**config.mk**
```make
export PLATFORM = sky130hd
export DESIGN_NAME = digit_serial_adder
export DESIGN_NICKNAME = d
export VERILOG_FILES = /design/src/rtl/digit_serial_adder.sv
export SDC_FILE = /design/constraint.sdc
export NUM_CORES = 1
export LEC_CHECK = 0
export BUFFER_PORTS_ARGS = -buffer_cell sky130_fd_sc_hd__buf_4
export CORE_UTILIZATION = 49
export DETAILED_ROUTE_END_ITERATION = 12
export HOLD_SLACK_MARGIN = 0.02
export PLACE_DENSITY = 0.77
export SYNTH_ARGS = -nofsm -noshare
export SYNTH_HDL_FRONTEND = slang
export SYNTH_SLANG_ARGS = --single-unit
```
**constraint.sdc**
```tcl
create_clock -name i_clk -period 2.6 [get_ports i_clk]
set_input_delay 0.39 -clock i_clk [delete_from_list [all_inputs] [get_ports i_clk]]
set_output_delay 0.39 -clock i_clk [all_outputs]
set_load 0.03 [all_outputs]
```
**src/rtl/digit_serial_adder.sv**
```systemverilog
// Digit-serial adder/subtractor: adds DIGIT bits per clock, LSB digit first,
// with a valid/ready request side and a valid/ready result side.
module digit_serial_adder #(
  parameter int WIDTH = 16,
  parameter int DIGIT = 4
) (
  input  logic             i_clk,
  input  logic             i_rst,
  input  logic             i_valid,
  output logic             o_ready,
  input  logic [WIDTH-1:0] i_a,
  input  logic [WIDTH-1:0] i_b,
  input  logic             i_carry_in,
  input  logic             i_sub,
  output logic             o_valid,
  input  logic             i_ready,
  output logic [WIDTH-1:0] o_s,
  output logic             o_carry_out,
  output logic             o_overflow
);

  localparam int N     = (DIGIT >= 1) ? WIDTH / DIGIT : 1;
  localparam int IDX_W = (N > 1) ? $clog2(N) : 1;

  if ((DIGIT < 1) || (WIDTH < 1) || ((WIDTH % DIGIT) != 0)) begin : g_param_check
    $error("digit_serial_adder: WIDTH must be a positive multiple of DIGIT");
  end

  typedef enum logic [1:0] {IDLE, RUN, DONE} state_t;

  state_t           state;
  logic [WIDTH-1:0] a_q;
  logic [WIDTH-1:0] b_q;
  logic             carry_q;
  logic [IDX_W-1:0] idx_q;
  logic [DIGIT:0]   dsum;
  logic             msb_cin;
  logic             last;

  function automatic logic [DIGIT:0] digit_add(input logic [DIGIT-1:0] x,
                                               input logic [DIGIT-1:0] y,
                                               input logic             c);
    digit_add = {1'b0, x} + {1'b0, y} + {{DIGIT{1'b0}}, c};
  endfunction

  // Operands shift right each RUN cycle, so the current digit is always the low slice.
  always_comb begin
    dsum    = digit_add(a_q[DIGIT-1:0], b_q[DIGIT-1:0], carry_q);
    msb_cin = a_q[DIGIT-1] ^ b_q[DIGIT-1] ^ dsum[DIGIT-1];
    last    = (idx_q == IDX_W'(N - 1));
  end

  always_ff @(posedge i_clk) begin
    if (i_rst) begin
      state       <= IDLE;
      o_ready     <= 1'b1;
      o_valid     <= 1'b0;
      o_s         <= '0;
      o_carry_out <= 1'b0;
      o_overflow  <= 1'b0;
      carry_q     <= 1'b0;
      idx_q       <= '0;
    end else begin
      case (state)
        IDLE: begin
          if (i_valid) begin
            a_q     <= i_a;
            b_q     <= i_sub ? ~i_b : i_b;
            // Subtraction is A + ~B + 1, so the seed is forced to 1.
            carry_q <= i_sub | i_carry_in;
            idx_q   <= '0;
            o_ready <= 1'b0;
            state   <= RUN;
          end
        end
        RUN: begin
          for (int k = 0; k < N; k++) begin
            if (idx_q == IDX_W'(k)) o_s[k*DIGIT +: DIGIT] <= dsum[DIGIT-1:0];
          end
          carry_q <= dsum[DIGIT];
          a_q     <= a_q >> DIGIT;
          b_q     <= b_q >> DIGIT;
          idx_q   <= idx_q + IDX_W'(1);
          if (last) begin
            o_carry_out <= dsum[DIGIT];
            o_overflow  <= msb_cin ^ dsum[DIGIT];
            o_valid     <= 1'b1;
            state       <= DONE;
          end
        end
        DONE: begin
          if (i_ready) begin
            o_valid     <= 1'b0;
            o_ready     <= 1'b1;
            o_carry_out <= 1'b0;
            o_overflow  <= 1'b0;
            state       <= IDLE;
          end
        end
        default: begin
          o_valid <= 1'b0;
          o_ready <= 1'b1;
          state   <= IDLE;
        end
      endcase
    end
  end

endmodule

```
==> run metrics, run 1 <==
Finished Layout Cells between 300 and 400; post-synthesis simple-gate area fraction 0.127; Top delay family on crit path adder cells; Synth Instances ~240; post-cts sizing count 0; CP Cell Sequence inv_1, fa_1, fa_1, nand2b_1, a21oi_1, o21ai_0, a221oi_1; Starting Density 0.514; min-delay worst type primary input to flip-flop; asr flop ratio synth 0; status completed; critical path required time ~2800 ps; # rows 26; Hold Buf Count CTS 0; Sw Share 0.251; TritonCTS clock tree built; syn nets 286; worst slew pin tran around 860 ps; Netlist cell types 31; most frequent cells in the layout buf_4, nand2_1, edfxtp_1; clk buf depth 2; placed insts 353; YS warnings 0; design area between 3000 and 4000 sq um; CP Launch Type flip-flop; htree depth 3; largest family of logic cells by synthesized area simple AND/OR/NAND/NOR gates; post-synthesis xor/xnor area fraction 0.0593; fmax 465 MHz; worst r2r src a_q[0]; antenna-violating nets left 0; CP max-delay cell fa_1; via count about 1800; Post-Place Cell Area 3080 sq um; boundary pin count just under 60; PwrDens between 600 and 700 nW/um^2; setup_tns 0 ps; CP dominant cell by count fa_1; largest net degree at the start of global routing 33; Final #Nets ~340; Final WS setup about 450 ps; worst hold margin roughly 350 ps; total CTS buffers 9; Synth Area per Inst 11.1 sq um; Synth-to-Final Area Change 22.7%; PortBufs between 50 and 60; top cell type's share of synthesized area 0.362; most common cell after layout, fill and taps aside buf_4; GRT Util Overall 0.181; setup violators final 0; # Max-Cap Violations 0; Compound-Gate Fraction of Synth Area 0.101; register area share after synthesis 0.550; Setup Skew ~4.7 ps; share of power burned in combinational logic 0.147; P_sw roughly 0.52 mW; CTS root buffer clkbuf_8; DR vias/cell between 4 and 5; largest cells by area after synthesis edfxtp_1, dfxtp_1, xnor2_1; total core area just over 5000 sq um; P_leak about 1.3 nW; Clk pwr share 0.353; Die ar. ~5700 sq um; unrepaired setup endpoints after global routing no; max-slew violations 0; WP buf/inv 1; Mapped Area about 2700 sq um; HP Start i_a[15]; area leader, netlist edfxtp_1; GPL Wtd Cong ~0.85; DRC viols 0; vias in the first global route roughly 1800; CP arrival about 2400 ps; First-pass DRT Iterations 4; DP Wirelength ~3200 um; max_slew headroom 0.424; Ant. Diodes 0; global-route wire length before repair 7510 um; CP Capture Type flip-flop; Die Y 75.6 um; mux cell area share after synthesis 0.0546; Top FF cell, synth edfxtp_1; Int Pwr 1.56 mW; crit path from a_q[0]; VDD IR-drop max ~0.00042 V; Place WS 489 ps; clock-pin slew on the worst setup and hold paths around 60 ps; drt initial violations slightly below 90; wire per inst 12.3 um; Flop pwr share 0.501; Final min period ~2200 ps; crit share post-route 0.827; #FFs+latches synth 57; initial antenna violation count 0; clock latency on the worst-skew pair ~330 ps; Synth Area in Adders 0.0480; ratio of cells with drive above 1 in the final layout 0.311; crit-path max FO 3; Post-CTS Setup Bufs 0; Die X 75.6 um; Routed WL 4550 um; grt ovf 0; kind of critical path flip-flop to flip-flop; Post-synth EDFFs 32; CP max stage delay 460 ps; Fin. Hold Viols 0; CTS sink count 57
## worst paths after layout
check | endpoint | slack, ps | cells past startpoint
hold / removal | a_q[15] | 350 | 2
setup reg to reg | carry_q | 450 | 7
setup / recovery | carry_q | 450 | 7
hold reg to reg | o_s[6] | 460 | 2
## worst register-to-register path: cells and delay by family (launching register included)
family	cells	cell delay [ps]
fa+ha+maj	2	870
flops	1	320
compound gates	3	650
buf+inv	1	50
simple gates	1	160
## final cells by class
| cell class | count | area [sq um] |
|---|---|---|
| fill | 414 | 1910 |
| sequential | 57 | 1460 |
| multi-input combinational | 155 | 1040 |
| timing repair buffer | 60 | 450 |
| clock buffer | 13 | 159 |
| tap | 70 | 87.6 |
| inverter | 11 | 41.3 |
| clock inverter | 3 | 15.0 |
## synthesized netlist by cell type (6+ instances only)
cell type / count
o21ai_0: 15
dfxtp_1: 25
nand2_1: 32
xnor2_1: 18
a21oi_1: 14
buf_6: 6
a211oi_1: 9
inv_1: 11
mux2_2: 12
ha_1: 7
nand3b_1: 6
nor2_1: 20
edfxtp_1: 32
## power groups by stage
| stage | Clock (mW) | Combinational (mW) | Sequential, mW |
|---|---|---|---|
| CTS | 0.746 | 0.309 | 1.04 |
| floorplan | 0 | 0.192 | 1.08 |
| finish | 0.733 | 0.305 | 1.04 |
| global route | 0.789 | 0.341 | 1.05 |
| global placement | 0 | 0.299 | 1.06 |
| detailed placement | 0 | 0.307 | 1.06 |
## routing by layer
metal / part of all wire / vias to the layer above / GRT usage
met4: 0.024 / 0 / 0.0988
li1: - / 929 / -
met5: 0 / - / 0
met3: 0.054 / 9 / 0.0516
met1: 0.43 / 806 / 0.204
met2: 0.49 / 48 / 0.312
## flip-flops by register name, summed over array words and instances, names as in the netlist
register / flops
a_q: 16
b_q: 16
carry_q: 1
idx_q: 2
o_carry_out: 1
o_overflow: 1
o_ready: 1
o_s: 16
o_valid: 1
state: 2
## metrics by stage
stage | power (mW) | util
CTS | 2.10 | 0.630
detailed placement | 1.37 | 0.596
global placement | 1.36 | 0.596
global route | 2.18 | 0.630
floorplan | 1.27 | -
finish | 2.08 | 0.630
## cells by family (layout without fill, tap and decap cells)
group                    after synthesis  after routing
AND/OR/NAND/NOR                       70             70
flip-flops                            57             57
AO/OA/AOI/OAI                         45             45
buffers and inverters                 27             87
XOR/XNOR                              18             18
multiplexers                          13             13
adder cells (fa/ha/maj)                9              9
No activity file was read; power rests on OpenSTA's default activity.
==> run 2: changes to the inputs <==
--- a/config.mk
+++ b/config.mk
@@ -6,10 +6,10 @@
 export NUM_CORES = 1
 export LEC_CHECK = 0
 export BUFFER_PORTS_ARGS = -buffer_cell sky130_fd_sc_hd__buf_4
-export CORE_UTILIZATION = 49
+export CORE_UTILIZATION = 54
 export DETAILED_ROUTE_END_ITERATION = 12
 export HOLD_SLACK_MARGIN = 0.02
-export PLACE_DENSITY = 0.77
+export PLACE_DENSITY = 0.8
 export SYNTH_ARGS = -nofsm -noshare
 export SYNTH_HDL_FRONTEND = slang
 export SYNTH_SLANG_ARGS = --single-unit
==> constraint.sdc (replaced) <==
create_clock -name i_clk -period 2.24 [get_ports i_clk]
set_input_delay 0.336 -clock i_clk [delete_from_list [all_inputs] [get_ports i_clk]]
set_output_delay 0.336 -clock i_clk [all_outputs]
set_load 0.03 [all_outputs]
==> run 2 against run 1 <==
  * Via count rose by 2.3%
  * Worst setup slack got worse by 220 ps
  * Maximum frequency rose by 7.1%
  * Clock power rose by 11%
  * Largest cell class unchanged
==> run metrics, run 2 (synthesized netlist as in run 1, its figures left out) <==
status completed; First-pass DRT Iterations 4; Die Y a little over 70 um; grt ovf 0; Finished Layout Cells approximately 370; vias in the first global route between 1500 and 2000; Setup Skew 6.50 ps; global-route wire length before repair 7310 um; DP Wirelength 3100 um; initial antenna violation count 0; Final #Nets about 340; max-slew violations 0; GPL Wtd Cong roughly 0.82; VDD IR-drop max around 0.00051 V; TritonCTS clock tree built; clk buf depth 2; max_slew headroom 0.726; Synth-to-Final Area Change 23.3%; CP arrival between 2000 and 2500 ps; min-delay worst type primary input to flip-flop; worst hold margin 290 ps; total CTS buffers 9; clock-pin slew on the worst setup and hold paths about 60 ps; # Max-Cap Violations 0; clock latency on the worst-skew pair roughly 340 ps; crit-path max FO 3; fmax approximately 500 MHz; unrepaired setup endpoints after global routing no; DR vias/cell 5.01; most common cell after layout, fill and taps aside buf_4; Starting Density 0.562; CP Launch Type flip-flop; Pwr Total around 2.4 mW; crit share post-route 0.897; Die X slightly above 70 um; CP Capture Type flip-flop; setup violators final 0; most frequent cells in the layout buf_4, nand2_1, edfxtp_1; CTS root buffer clkbuf_8; boundary pin count 58; Die ar. about 5200 sq um; Final min period about 2000 ps; Routed WL approximately 4400 um; ratio of cells with drive above 1 in the final layout 0.314; Fin. Hold Viols 0; Final Util 0.693; DRC viols 0; worst slew pin tran just over 400 ps; P_leak approximately 1.3 nW; drt initial violations 111; antenna-violating nets left 0; CTS sink count 57; Ant. Diodes 0; kind of critical path flip-flop to flip-flop; # rows 25; total core area ~4700 sq um; placed insts 350; Regs by FF count a_q: 16 flops, b_q: 16 flops, o_s: 16 flops; largest net degree at the start of global routing 55; critical path required time ~2500 ps; htree depth 3; setup_tns 0 ps; GRT Util Overall 0.188; PwrDens 727 nW/um^2; via count between 1500 and 2000; PortBufs 57; wire per inst approximately 12 um
-- run 2: changes by cell type in the layout (fill, tap and decap cells not counted) --
cell and delta:
buf_4 -2, clkbuf_8 -1, buf_12 +2, a21oi_2 +1
a21oi_1 -1, clkinv_2 +1
-- run 2: metal layers --
layer / wire, um / part of all wire / GRT usage
met3: 313 / 0.070 / 0.0639
met5: 0 / 0 / 0
met4: 104 / 0.023 / 0.109
met1: 1850 / 0.42 / 0.213
met2: 2170 / 0.49 / 0.309
-- run 2: worst max-delay path, cell delays in order, from the launching register on --
cell	delay, ps
edfxtp_1	320
inv_1	50
fa_1	460
fa_1	410
nand2b_1	180
a21oi_2	180
o21ai_0	100
a221oi_1	220
-- run 2: cell type report --
class,instances,area [sq um]
flip-flops and latches,57,1460
fillers,384,1450
multi-input cells,155,1050
repair buffers,60,475
clock buffers,12,145
well taps,67,83.8
inverters,11,41.3
clock inverters,4,20.0
-- run 2: final timing paths --
check | start | end | slack [ps] | depth (start not counted)
worst max-delay path | a_q[0] | carry_q | 230 | 7
worst min-delay path | i_a[15] | a_q[15] | 290 | 2
worst max register to register | a_q[0] | carry_q | 230 | 7
worst min register to register | o_s[10] | o_s[10] | 460 | 2
-- run 2: per-stage QoR --
step                      area [sq um]  setup WS (ps)
after floorplan                   2660            248
after global placement            3110            236
after detailed placement          3110            158
after CTS                         3270            155
after global routing              3270           36.7
final                             3270            232
-- run 2: repair_timing --
item,in CTS,in global routing
hold buffers,0,0
setup endpoints to repair,0,1
buffers inserted,0,0
gates resized for setup,0,1
-- run 2: power by group --
part           internal [mW]  switching (mW)  total, mW
clock network          0.424           0.392      0.816
logic                  0.174           0.185      0.359
registers               1.18          0.0234       1.21
==> run 3: changes to the inputs <==
--- a/config.mk
+++ b/config.mk
@@ -5,6 +5,7 @@
 export SDC_FILE = /design/constraint.sdc
 export NUM_CORES = 1
 export LEC_CHECK = 0
+export ABC_AREA = 1
 export BUFFER_PORTS_ARGS = -buffer_cell sky130_fd_sc_hd__buf_4
 export CORE_UTILIZATION = 54
 export DETAILED_ROUTE_END_ITERATION = 12
==> run 3 against run 2 <==
  * Combinational power is 10% higher
  * Hold slack got worse by 27 ps
  * Sequential power about the same
  * Sequential cell count is the same
  * Critical path type unchanged
  * Critical endpoint is now o_s[2]
==> run metrics, run 3 <==
Synth Instances between 200 and 300; GPL Wtd Cong between 0.8 and 0.9; Post-CTS Setup Bufs 0; most common cell after layout, fill and taps aside nand2_1; top cell type's share of synthesized area 0.362; total CTS buffers 9; Final #Nets 399; GR Layer Usage met1 0.253; htree depth 3; DRC viols 0; max_slew headroom 0.705; clk buf depth 2; status completed; Pwr Total roughly 2.5 mW; TritonCTS clock tree built; wire per inst 11.4 um; worst slew pin tran between 400 and 500 ps; Die Y 72.1 um; Most Crowded Layer GR met2; WP buf/inv 1; total core area ~4700 sq um; top-count cell post-synth nand2_1; PortBufs between 50 and 60; largest cells by area after synthesis edfxtp_1, dfxtp_1, nand2_1; setup violators final 0; DR vias/cell 4.88; VDD IR-drop max about 0.00056 V; #FFs+latches synth 57; PwrDens approximately 750 nW/um^2; Top delay family on crit path adder cells; Post-synth EDFFs 32; post-cts sizing count 0; Synth top cells by count nand2_1, edfxtp_1, inv_1; crit share post-route 0.869; fmax between 500 and 600 MHz; min-delay worst type primary input to flip-flop; grt ovf 0; worst r2r src a_q[0]; boundary pin count 58; area leader, netlist edfxtp_1; CP Cell Sequence inv_1, fa_1, fa_1, xnor2_1, nand3_1, a21oi_1; CTS sink count 57; DP Wirelength ~3400 um; worst hold margin between 200 and 300 ps; crit-path max FO 4; critical path required time 2510 ps; First-pass DRT Iterations 4; Global Route met2 Usage 0.340; Regs by FF count a_q: 16 flops, b_q: 16 flops, o_s: 16 flops; Starting Density 0.562; Mapped Area approximately 2700 sq um; register area share after synthesis 0.550; vias in the first global route approximately 2000; largest net degree at the start of global routing 33; # rows 25; Fin. Hold Viols 0; global-route wire length before repair between 8000 and 9000 um; CP max stage delay 480 ps; HP Start i_a[4]; Routed WL about 4800 um; crit path from a_q[0]; most frequent cells in the layout nand2_1, buf_4, edfxtp_1; CP dominant cell by count fa_1; Netlist cell types 25; CP Capture Type flip-flop; GR Layer Usage met3 0.0736; clock latency on the worst-skew pair ~330 ps; asr flop ratio synth 0; unrepaired setup endpoints after global routing no; # Max-Cap Violations 0; Synth-to-Final Area Change 24.6%; via count just over 2000; CP Launch Type flip-flop; Synth Area per Inst 9.09 sq um; kind of critical path flip-flop to flip-flop; CP max-delay cell fa_1; P_leak between 1 and 1.5 nW; max-slew violations 0; YS warnings 0; Ant. Diodes 0; setup_tns 0 ps; antenna-violating nets left 0; CP arrival around 2200 ps; CTS root buffer clkbuf_8; initial antenna violation count 0; clock-pin slew on the worst setup and hold paths approximately 60 ps; Die X between 70 and 80 um; Hold Buf Count CTS 0; GRT Util Overall 0.210; drt initial violations roughly 140; syn nets 339; Final min period around 2000 ps; ratio of cells with drive above 1 in the final layout 0.238; Top FF cell, synth edfxtp_1; Setup Skew 6.91 ps; Die ar. ~5200 sq um
-- run 3: worst paths after layout --
check	slack (ps)	endpoint	cells past startpoint
max	290	o_s[2]	6
min	260	a_q[4]	3
max reg2reg	290	o_s[2]	6
min reg2reg	460	o_ready	2
-- run 3: cell type report --
| cell class | instances | area (sq um) |
|---|---|---|
| clock buffers | 11 | 151 |
| clock inverters | 5 | 27.5 |
| fillers | 369 | 1420 |
| inverters | 30 | 113 |
| multi-input cells | 194 | 1020 |
| flip-flops and latches | 57 | 1460 |
| well taps | 67 | 83.8 |
| repair buffers | 60 | 450 |
-- run 3: cells by family (layout without fill, tap and decap cells) --
kind of cell             Yosys count  count (layout)  synth area share
flip-flops                        57              57             0.550
XOR/XNOR                          17              17            0.0561
adder cells (fa/ha/maj)            9               9            0.0481
buffers and inverters             41             106            0.0660
AND/OR/NAND/NOR                  121             121             0.188
AO/OA/AOI/OAI                     47              47            0.0914
-- run 3: metal layers --
layer,vias to the layer above,wire length (um)
met5,-,0
met4,0,89
met3,10,318
met2,76,2300
met1,914,2130
li1,1068,-
-- run 3: per-stage QoR --
| step | setup WS, ps | cell area [sq um] | cells | util |
|---|---|---|---|---|
| final | 294 | 3310 | 424 | 0.700 |
| after global routing | 176 | 3310 | 424 | 0.700 |
| after CTS | 308 | 3310 | 424 | 0.700 |
| after detailed placement | 297 | 3130 | 408 | 0.663 |
| after global placement | 407 | 3130 | 408 | 0.663 |
| after floorplan | 412 | 2660 | 292 | - |
-- run 3: power breakdown --
part / leakage (nW) / switching (mW) / total (mW) / internal [mW]
sequential: 0.510 / 0.0236 / 1.21 / 1.19
combinational: 0.846 / 0.236 / 0.396 / 0.160
clock: 0.0997 / 0.405 / 0.861 / 0.456
total: 1.46 / 0.664 / 2.47 / 1.81
-- run 3: worst reg2reg max path, stage by stage (launching register included) --
cell	delay, ps
edfxtp_1	330
inv_1	70
fa_1	480
fa_1	420
xnor2_1	330
nand3_1	120
a21oi_1	140
